===== src/rtl/mtm_alu_pkg.sv =====
// mtm_alu_pkg: shared constants, types and helpers for the ALU serial link.
//   PKT_BITS / DATA_PKTS   : packet length and data packets per valid result
//   TYPE_DATA / TYPE_CTL   : packet type bit values
//   CTL_ERR_BIT            : error flag position inside the control byte
//   CTL_ERR_DEFAULT        : control byte the ALU reports for an error
//   state_e                : serializer frame state
//   pkt_word(), last_pkt() : {type, byte} of a packet and last packet index

package mtm_alu_pkg;

    localparam int unsigned PKT_BITS        = 11;
    localparam int unsigned DATA_PKTS       = 4;
    localparam logic        TYPE_DATA       = 1'b0;
    localparam logic        TYPE_CTL        = 1'b1;
    localparam int unsigned CTL_ERR_BIT     = 7;
    localparam logic [7:0]  CTL_ERR_DEFAULT = 8'b1001_0011;

    typedef enum logic [1:0] {
        IDLE,
        SEND,
        GAP
    } state_e;

    // {type, byte} for packet idx of a frame. An error frame carries only the
    // control byte, so every index maps to it.
    function automatic logic [8:0] pkt_word(input logic [31:0] c,
                                            input logic [7:0]  ctl,
                                            input logic [2:0]  idx);
        logic [8:0] w;
        w = {TYPE_CTL, ctl};
        if (!ctl[CTL_ERR_BIT]) begin
            case (idx)
                3'd0:    w = {TYPE_DATA, c[31:24]};
                3'd1:    w = {TYPE_DATA, c[23:16]};
                3'd2:    w = {TYPE_DATA, c[15:8]};
                3'd3:    w = {TYPE_DATA, c[7:0]};
                default: w = {TYPE_CTL, ctl};
            endcase
        end
        return w;
    endfunction

    // Index of the final (control) packet of a frame.
    function automatic logic [2:0] last_pkt(input logic [7:0] ctl);
        return ctl[CTL_ERR_BIT] ? 3'd0 : 3'(DATA_PKTS);
    endfunction

endpackage


===== src/rtl/mtm_alu_packet_tx.sv =====
// mtm_alu_packet_tx: shifts one 11-bit packet {start 0, type, D7..D0, stop 1}
// onto the serial line, MSB (start bit) first, one bit per clock.
//   clk        : system clock
//   rst_n      : synchronous active-low reset; line returns to idle high
//   i_load     : load a new packet; its start bit is driven after this edge
//   i_type     : packet type bit
//   i_byte     : packet payload
//   o_sout     : registered serial output, idle high
//   o_last_bit : high while the stop bit of the current packet is driven

module mtm_alu_packet_tx
    import mtm_alu_pkg::*;
(
    input  logic       clk,
    input  logic       rst_n,
    input  logic       i_load,
    input  logic       i_type,
    input  logic [7:0] i_byte,
    output logic       o_sout,
    output logic       o_last_bit
);

    logic [10:0] r_shift;
    logic [3:0]  r_bit;
    logic        r_busy;

    always_ff @(posedge clk) begin
        if (!rst_n) begin
            r_shift <= '1;
            r_bit   <= 4'd0;
            r_busy  <= 1'b0;
        end else if (i_load) begin
            r_shift <= {1'b0, i_type, i_byte, 1'b1};
            r_bit   <= 4'd0;
            r_busy  <= 1'b1;
        end else begin
            // Shift in ones so the line idles high once the stop bit is out.
            r_shift <= {r_shift[9:0], 1'b1};
            if (r_busy) begin
                if (o_last_bit) begin
                    r_bit  <= 4'd0;
                    r_busy <= 1'b0;
                end else begin
                    r_bit <= r_bit + 4'd1;
                end
            end
        end
    end

    assign o_sout     = r_shift[10];
    assign o_last_bit = r_busy && (r_bit == 4'(PKT_BITS - 1));

endmodule


===== src/rtl/mtm_alu_serializer.sv =====
// mtm_alu_serializer: transmit end of the ALU serial link. Captures one result
// (C, CTL) and sends it as 4 data packets + 1 control packet, or as a single
// control packet when CTL bit 7 flags an error, followed by GAP_BITS idle bits.
//   clk        : system clock, one serial bit per cycle
//   rst_n      : synchronous active-low reset
//   res_valid  : result present on res_c / res_ctl
//   res_c      : ALU result word
//   res_ctl    : ALU control byte, bit 7 = error
//   ready      : a result is accepted this cycle if res_valid is high
//   sout       : serial line, idle high
//   frame_done : high while the final stop bit of a frame is driven

module mtm_alu_serializer
    import mtm_alu_pkg::*;
#(
    parameter int unsigned GAP_BITS = 0
) (
    input  logic        clk,
    input  logic        rst_n,
    input  logic        res_valid,
    input  logic [31:0] res_c,
    input  logic [7:0]  res_ctl,
    output logic        ready,
    output logic        sout,
    output logic        frame_done
);

    state_e      r_state, w_state_d;
    logic [31:0] r_c;
    logic [7:0]  r_ctl;
    logic [2:0]  r_pkt, w_pkt_d;
    logic [3:0]  r_gap, w_gap_d;
    logic        w_accept;
    logic        w_load;
    logic [8:0]  w_word;
    logic        w_last_bit;

    always_ff @(posedge clk) begin
        if (!rst_n) begin
            r_state <= IDLE;
            r_c     <= 32'd0;
            r_ctl   <= 8'd0;
            r_pkt   <= 3'd0;
            r_gap   <= 4'd0;
        end else begin
            r_state <= w_state_d;
            r_pkt   <= w_pkt_d;
            r_gap   <= w_gap_d;
            if (w_accept) begin
                r_c   <= res_c;
                r_ctl <= res_ctl;
            end
        end
    end

    always_comb begin
        w_state_d  = r_state;
        w_pkt_d    = r_pkt;
        w_gap_d    = r_gap;
        w_load     = 1'b0;
        w_word     = pkt_word(res_c, res_ctl, 3'd0);
        ready      = 1'b0;
        frame_done = 1'b0;

        unique case (r_state)
            IDLE: begin
                ready = 1'b1;
            end
            SEND: begin
                if (w_last_bit) begin
                    if (r_pkt != last_pkt(r_ctl)) begin
                        // Next packet's start bit follows this stop bit directly.
                        w_pkt_d = r_pkt + 3'd1;
                        w_load  = 1'b1;
                        w_word  = pkt_word(r_c, r_ctl, r_pkt + 3'd1);
                    end else begin
                        frame_done = 1'b1;
                        w_pkt_d    = 3'd0;
                        if (GAP_BITS > 0) begin
                            w_state_d = GAP;
                            w_gap_d   = 4'(GAP_BITS);
                        end else begin
                            ready     = 1'b1;
                            w_state_d = IDLE;
                        end
                    end
                end
            end
            GAP: begin
                if (r_gap == 4'd1) begin
                    ready     = 1'b1;
                    w_state_d = IDLE;
                    w_gap_d   = 4'd0;
                end else begin
                    w_gap_d = r_gap - 4'd1;
                end
            end
            default: begin
                w_state_d = IDLE;
            end
        endcase

        // An accept overrides whatever the state would otherwise do next.
        w_accept = res_valid && ready;
        if (w_accept) begin
            w_state_d = SEND;
            w_pkt_d   = 3'd0;
            w_gap_d   = 4'd0;
            w_load    = 1'b1;
            w_word    = pkt_word(res_c, res_ctl, 3'd0);
        end
    end

    mtm_alu_packet_tx u_packet_tx (
        .clk        (clk),
        .rst_n      (rst_n),
        .i_load     (w_load),
        .i_type     (w_word[8]),
        .i_byte     (w_word[7:0]),
        .o_sout     (sout),
        .o_last_bit (w_last_bit)
    );

endmodule


===== config.mk =====
export PLATFORM = sky130hd
export DESIGN_NAME = mtm_alu_serializer
export DESIGN_NICKNAME = d
export VERILOG_FILES = /design/src/rtl/mtm_alu_pkg.sv /design/src/rtl/mtm_alu_packet_tx.sv /design/src/rtl/mtm_alu_serializer.sv
export SDC_FILE = /design/constraint.sdc
export NUM_CORES = 1
export LEC_CHECK = 0
export BUFFER_PORTS_ARGS = -buffer_cell sky130_fd_sc_hd__clkbuf_2
export CAP_MARGIN = 20
export CORE_UTILIZATION = 56
export DETAILED_ROUTE_END_ITERATION = 6
export PLACE_DENSITY_LB_ADDON = 0.1
export SETUP_SLACK_MARGIN = 0.05
export SYNTH_ARGS = -nofsm -noshare
export SYNTH_HDL_FRONTEND = slang
export SYNTH_SLANG_ARGS = --single-unit

===== constraint.sdc =====
create_clock -name clk -period 2.5 [get_ports clk]
set_input_delay 0.375 -clock clk [delete_from_list [all_inputs] [get_ports clk]]
set_output_delay 0.375 -clock clk [all_outputs]
set_load 0.02 [all_outputs]

==> results.py <==
metrics = {
    "sta": {
        "crit_share_post_route_pct": 89.71,
        "max_freq_mhz": 445.9,
        "timing.final.hold_violations": 0,
        "fin_crit_ps": 2243,
        "unrepaired_setup_endpoints_after_global_routing": "no",
        "slew-limit-headroom_pct": 58.27,
        "setup-tns-final_ps": 0,
        "worst-slew-pin-transition_ps": 625.3,
        "finalSetupViolations": 0,
        "report.final.slew_viol_count": 0,
        "skew_ps": 8.380,
    },
    "routing": {
        "highest-signal-layer": "met4",
        "route.met2.wl_um": 3180,
        "routed-wl-met3_um": 317,
        "first_drt_pass_iteration_count": 5,
        "route.antenna.remaining_nets": 0,
        "routedWlPerCell_um": 14.65,
        "via_cell_ratio": 5.555,
        "post-route-drc-count": 0,
        "num_vias": 2533,
        "detail_route.iter0.violations": 240,
        "drt_wl_total_um": 6680,
        "detail_route.wirelength.met1_um": 3072,
    },
    "global_routing": {
        "initial_antenna_violation_count": 0,
        "grt_overflow": 0,
        "vias_in_the_first_global_route": 2364,
        "grt_first_pass_wirelength_um": 11190,
        "largest_net_degree_at_the_start_of_global_routing": 41,
        "grt_use_total_pct": 28.13,
    },
    "power": {
        "leakagePower_nw": 1.350,
        "pwr_density_cell_nw_per_um2": 660.5,
        "vdd.ir_drop.worst_v": 0.0004143,
        "total_power_w": 0.002130,
    },
    "critical_path": {
        "ordered_list_of_cells_on_the_worst_path": "inv_1 > ha_1 > and4b_1 > buf_4 > a31oi_1 > inv_1 > clkbuf_2",
        "reg2reg_slack_ps": 420,
        "timing.rr.end": "u_packet_tx.r_shift[3]$_SDFF_PN1_",
        "cp_num_buf_inv": 4,
        "path_common_cell": "sky130_fd_sc_hd__inv_1",
        "timing.critical_path.fanout_max": 10,
        "critPathMaxStageDelay_ps": 350,
        "ff2ff_path_depth": 6,
        "cp-end-kind": "output port",
        "critPathSlowestCell": "sky130_fd_sc_hd__dfxtp_1",
        "worstReg2RegStart": "r_pkt[0]$_SDFFE_PP0P_",
        "critical_path_arrival_ps": 1870,
        "startpoint": "u_packet_tx.r_bit[0]$_SDFFE_PP0P_",
        "crit_cells": 7,
        "timing.critical_path.from_type": "flip-flop",
        "worstPathRequired_ps": 2120,
        "path_delay_family": "buffers and inverters",
        "setup.worst_path.class": "reg -> out",
        "crit_end": "ready",
    },
    "clock_tree": {
        "cts_hold_repair.buffers": 0,
        "cts_inserted_buffers": 9,
        "path_clk_slew_ps": 70,
        "cts-root-to-sink-buffers": 2,
        "setup_buffers_after_cts": 0,
        "root_buffer": "sky130_fd_sc_hd__clkbuf_8",
        "tritoncts": "built",
        "cts_repair_resize_count": 0,
        "cts-htree-levels": 3,
        "clock_insertion_delay_worst_skew_ps": 340,
        "clkSinkCount": 59,
    },
    "worst_hold_path": {
        "timing.hold.worst.class": "in -> reg",
    },
    "synthesis": {
        "yosys.area_share.simple_pct": 19.89,
        "async_reset_ff_share_pct": 0,
        "ys.flop_type": "sky130_fd_sc_hd__dfxtp_1",
        "synth.avg_cell_area_um2": 7.963,
        "mappedNetlistArea_um2": 2755,
        "synth-compound-area-share_pct": 24.34,
        "synthesis.instances": 346,
        "synthMuxAreaShare_pct": 2.952,
        "synth_seq_cells": 59,
        "synthAdderAreaFrac_pct": 3.633,
        "combinational_family_with_the_most_area_after_synthesis": "compound AO/OA/AOI/OAI gates",
        "number_of_distinct_library_cells_after_synthesis": 37,
        "synth-warning-count": 0,
        "synth.net_count": 397,
        "ys_seq_area_share_pct": 42.87,
        "post_synth_xor_area_fraction_pct": 1.272,
        "synth_edf_count": 0,
    },
    "cells_and_area": {
        "drive_gt1_share_pct": 18.25,
        "post-route-util_pct": 68.26,
        "layout_area_overhead_pct": 17.03,
        "antenna_diode_count": 0,
        "finalNetCount": 435,
        "fill_cells": 412,
    },
    "floorplanning": {
        "starting_density_of_the_core_pct": 58.33,
        "fp.dieArea_um2": 5204,
        "std_cell_core_area_um2": 4723,
        "die_y_um": 72.14,
        "die_wd_um": 72.14,
        "row_count": 25,
        "io-pin-count": 46,
    },
    "placement": {
        "buffer_ports.inserted": 45,
        "estimated_wirelength_of_the_detail_placed_design_um": 4570,
        "routabilityCongestion": 0.8391,
    },
    "run_status": {
        "outcome": "complete, no violations",
    },
    "flow_run": {
        "maxCapViolCount": 0,
    },
}
[cells by family after synthesis]
family                   after synthesis
AO/OA/AOI/OAI                        105
XOR/XNOR                               4
adder cells (fa/ha/maj)                8
buffers and inverters                 35
flip-flops                            59
multiplexers                           8
AND/OR/NAND/NOR                      127
[cell type report]
| cell class | count | area (µm²) | area share, % |
|---|---|---|---|
| clock buffer | 11 | 141.4 | 4.385 |
| sequential | 59 | 1181 | 36.63 |
| inverter | 8 | 30.03 | 0.9313 |
| multi-input combinational | 252 | 1443 | 44.74 |
| timing repair buffer | 54 | 292.8 | 9.080 |
| clock inverter | 5 | 52.55 | 1.630 |
| tap | 67 | 83.83 | 2.600 |
[cells in the mapped netlist (7+ instances only)]
cell                       number  area share, %
sky130_fd_sc_hd__a21oi_1       49            8.9
sky130_fd_sc_hd__nand2_1       93             13
sky130_fd_sc_hd__ha_1           8            3.6
sky130_fd_sc_hd__a22oi_1       17            4.6
sky130_fd_sc_hd__inv_1          8            1.1
sky130_fd_sc_hd__clkbuf_1      18            2.5
sky130_fd_sc_hd__nor2_1         9            1.2
sky130_fd_sc_hd__nor2b_1        8            1.8
sky130_fd_sc_hd__dfxtp_1       59             43
sky130_fd_sc_hd__mux2i_1        7            2.5
[worst min path at each step]
stage                                       from                                 end  slack [ps]  cells past startpoint
6_report                                res_c[2]                 r_c[2]$_SDFFE_PN0P_         250                      3
5_1_grt                                 res_c[8]                 r_c[8]$_SDFFE_PN0P_         250                      3
4_1_cts                                 res_c[2]                 r_c[2]$_SDFFE_PN0P_         250                      3
3_5_place_dp   u_packet_tx.r_shift[9]$_SDFF_PN1_  u_packet_tx.r_shift[10]$_SDFF_PN1_         430                      1
3_3_place_gp   u_packet_tx.r_shift[9]$_SDFF_PN1_  u_packet_tx.r_shift[10]$_SDFF_PN1_         420                      1
2_1_floorplan  u_packet_tx.r_shift[9]$_SDFF_PN1_  u_packet_tx.r_shift[10]$_SDFF_PN1_         400                      1
[worst register-to-register path: stages, from the launching register on]
cell                       delay [ps]
sky130_fd_sc_hd__dfxtp_1          390
sky130_fd_sc_hd__inv_1            130
sky130_fd_sc_hd__ha_1             330
sky130_fd_sc_hd__nor4_1           300
sky130_fd_sc_hd__or3_1            430
sky130_fd_sc_hd__mux2i_1          270
sky130_fd_sc_hd__o211ai_1         110
[layer usage]
metal / global-route usage, % / vias to the layer above
li1: - / 1281
met1: 37.66 / 1170
met2: 44.86 / 72
met3: 5.000 / 10
met4: 11.55 / 0
met5: 0 / -
[sequential cells by signal, indices dropped and copies added, names as in the netlist]
register,cells
u_packet_tx.r_shift,10
r_ctl,8
u_packet_tx.r_busy,1
u_packet_tx.r_bit,4
r_pkt,3
r_state,1
r_c,32
[power by group]
part           switching, W  internal [W]  leakage (nW)
logic              0.000138      0.000106         0.767
clock network      0.000382      0.000482        0.0991
registers         0.0000294      0.000992         0.484
total              0.000549       0.00158          1.35
[layout by cell type, fill, tap and decap left out, drive strengths merged, types with 4 or more instances in the layout]
| cell | instances |
|---|---|
| nor2b | 8 |
| o211ai | 6 |
| buf | 9 |
| mux2i | 7 |
| nor2 | 9 |
| inv | 8 |
| ha | 8 |
| dfxtp | 59 |
| nand2 | 93 |
| a211o | 6 |
| nand2b | 6 |
| a221oi | 6 |
| xor2 | 4 |
| o22ai | 6 |
| a22oi | 17 |
| clkbuf | 56 |
| a21oi | 49 |
[through the flow]
stage / area, µm² / hold WS (ps) / cells / setup WS (ps)
floorplan: 2755 / 403.5 / 346 / 560.0
global placement: 3030 / 416.4 / 440 / 473.7
detailed placement: 3030 / 425.9 / 440 / 422.3
CTS: 3224 / 246.4 / 456 / 245.4
global route: 3224 / 251.7 / 456 / 139.0
finish: 3224 / 247.4 / 456 / 257.2
Power figures use the tool's default switching activity.
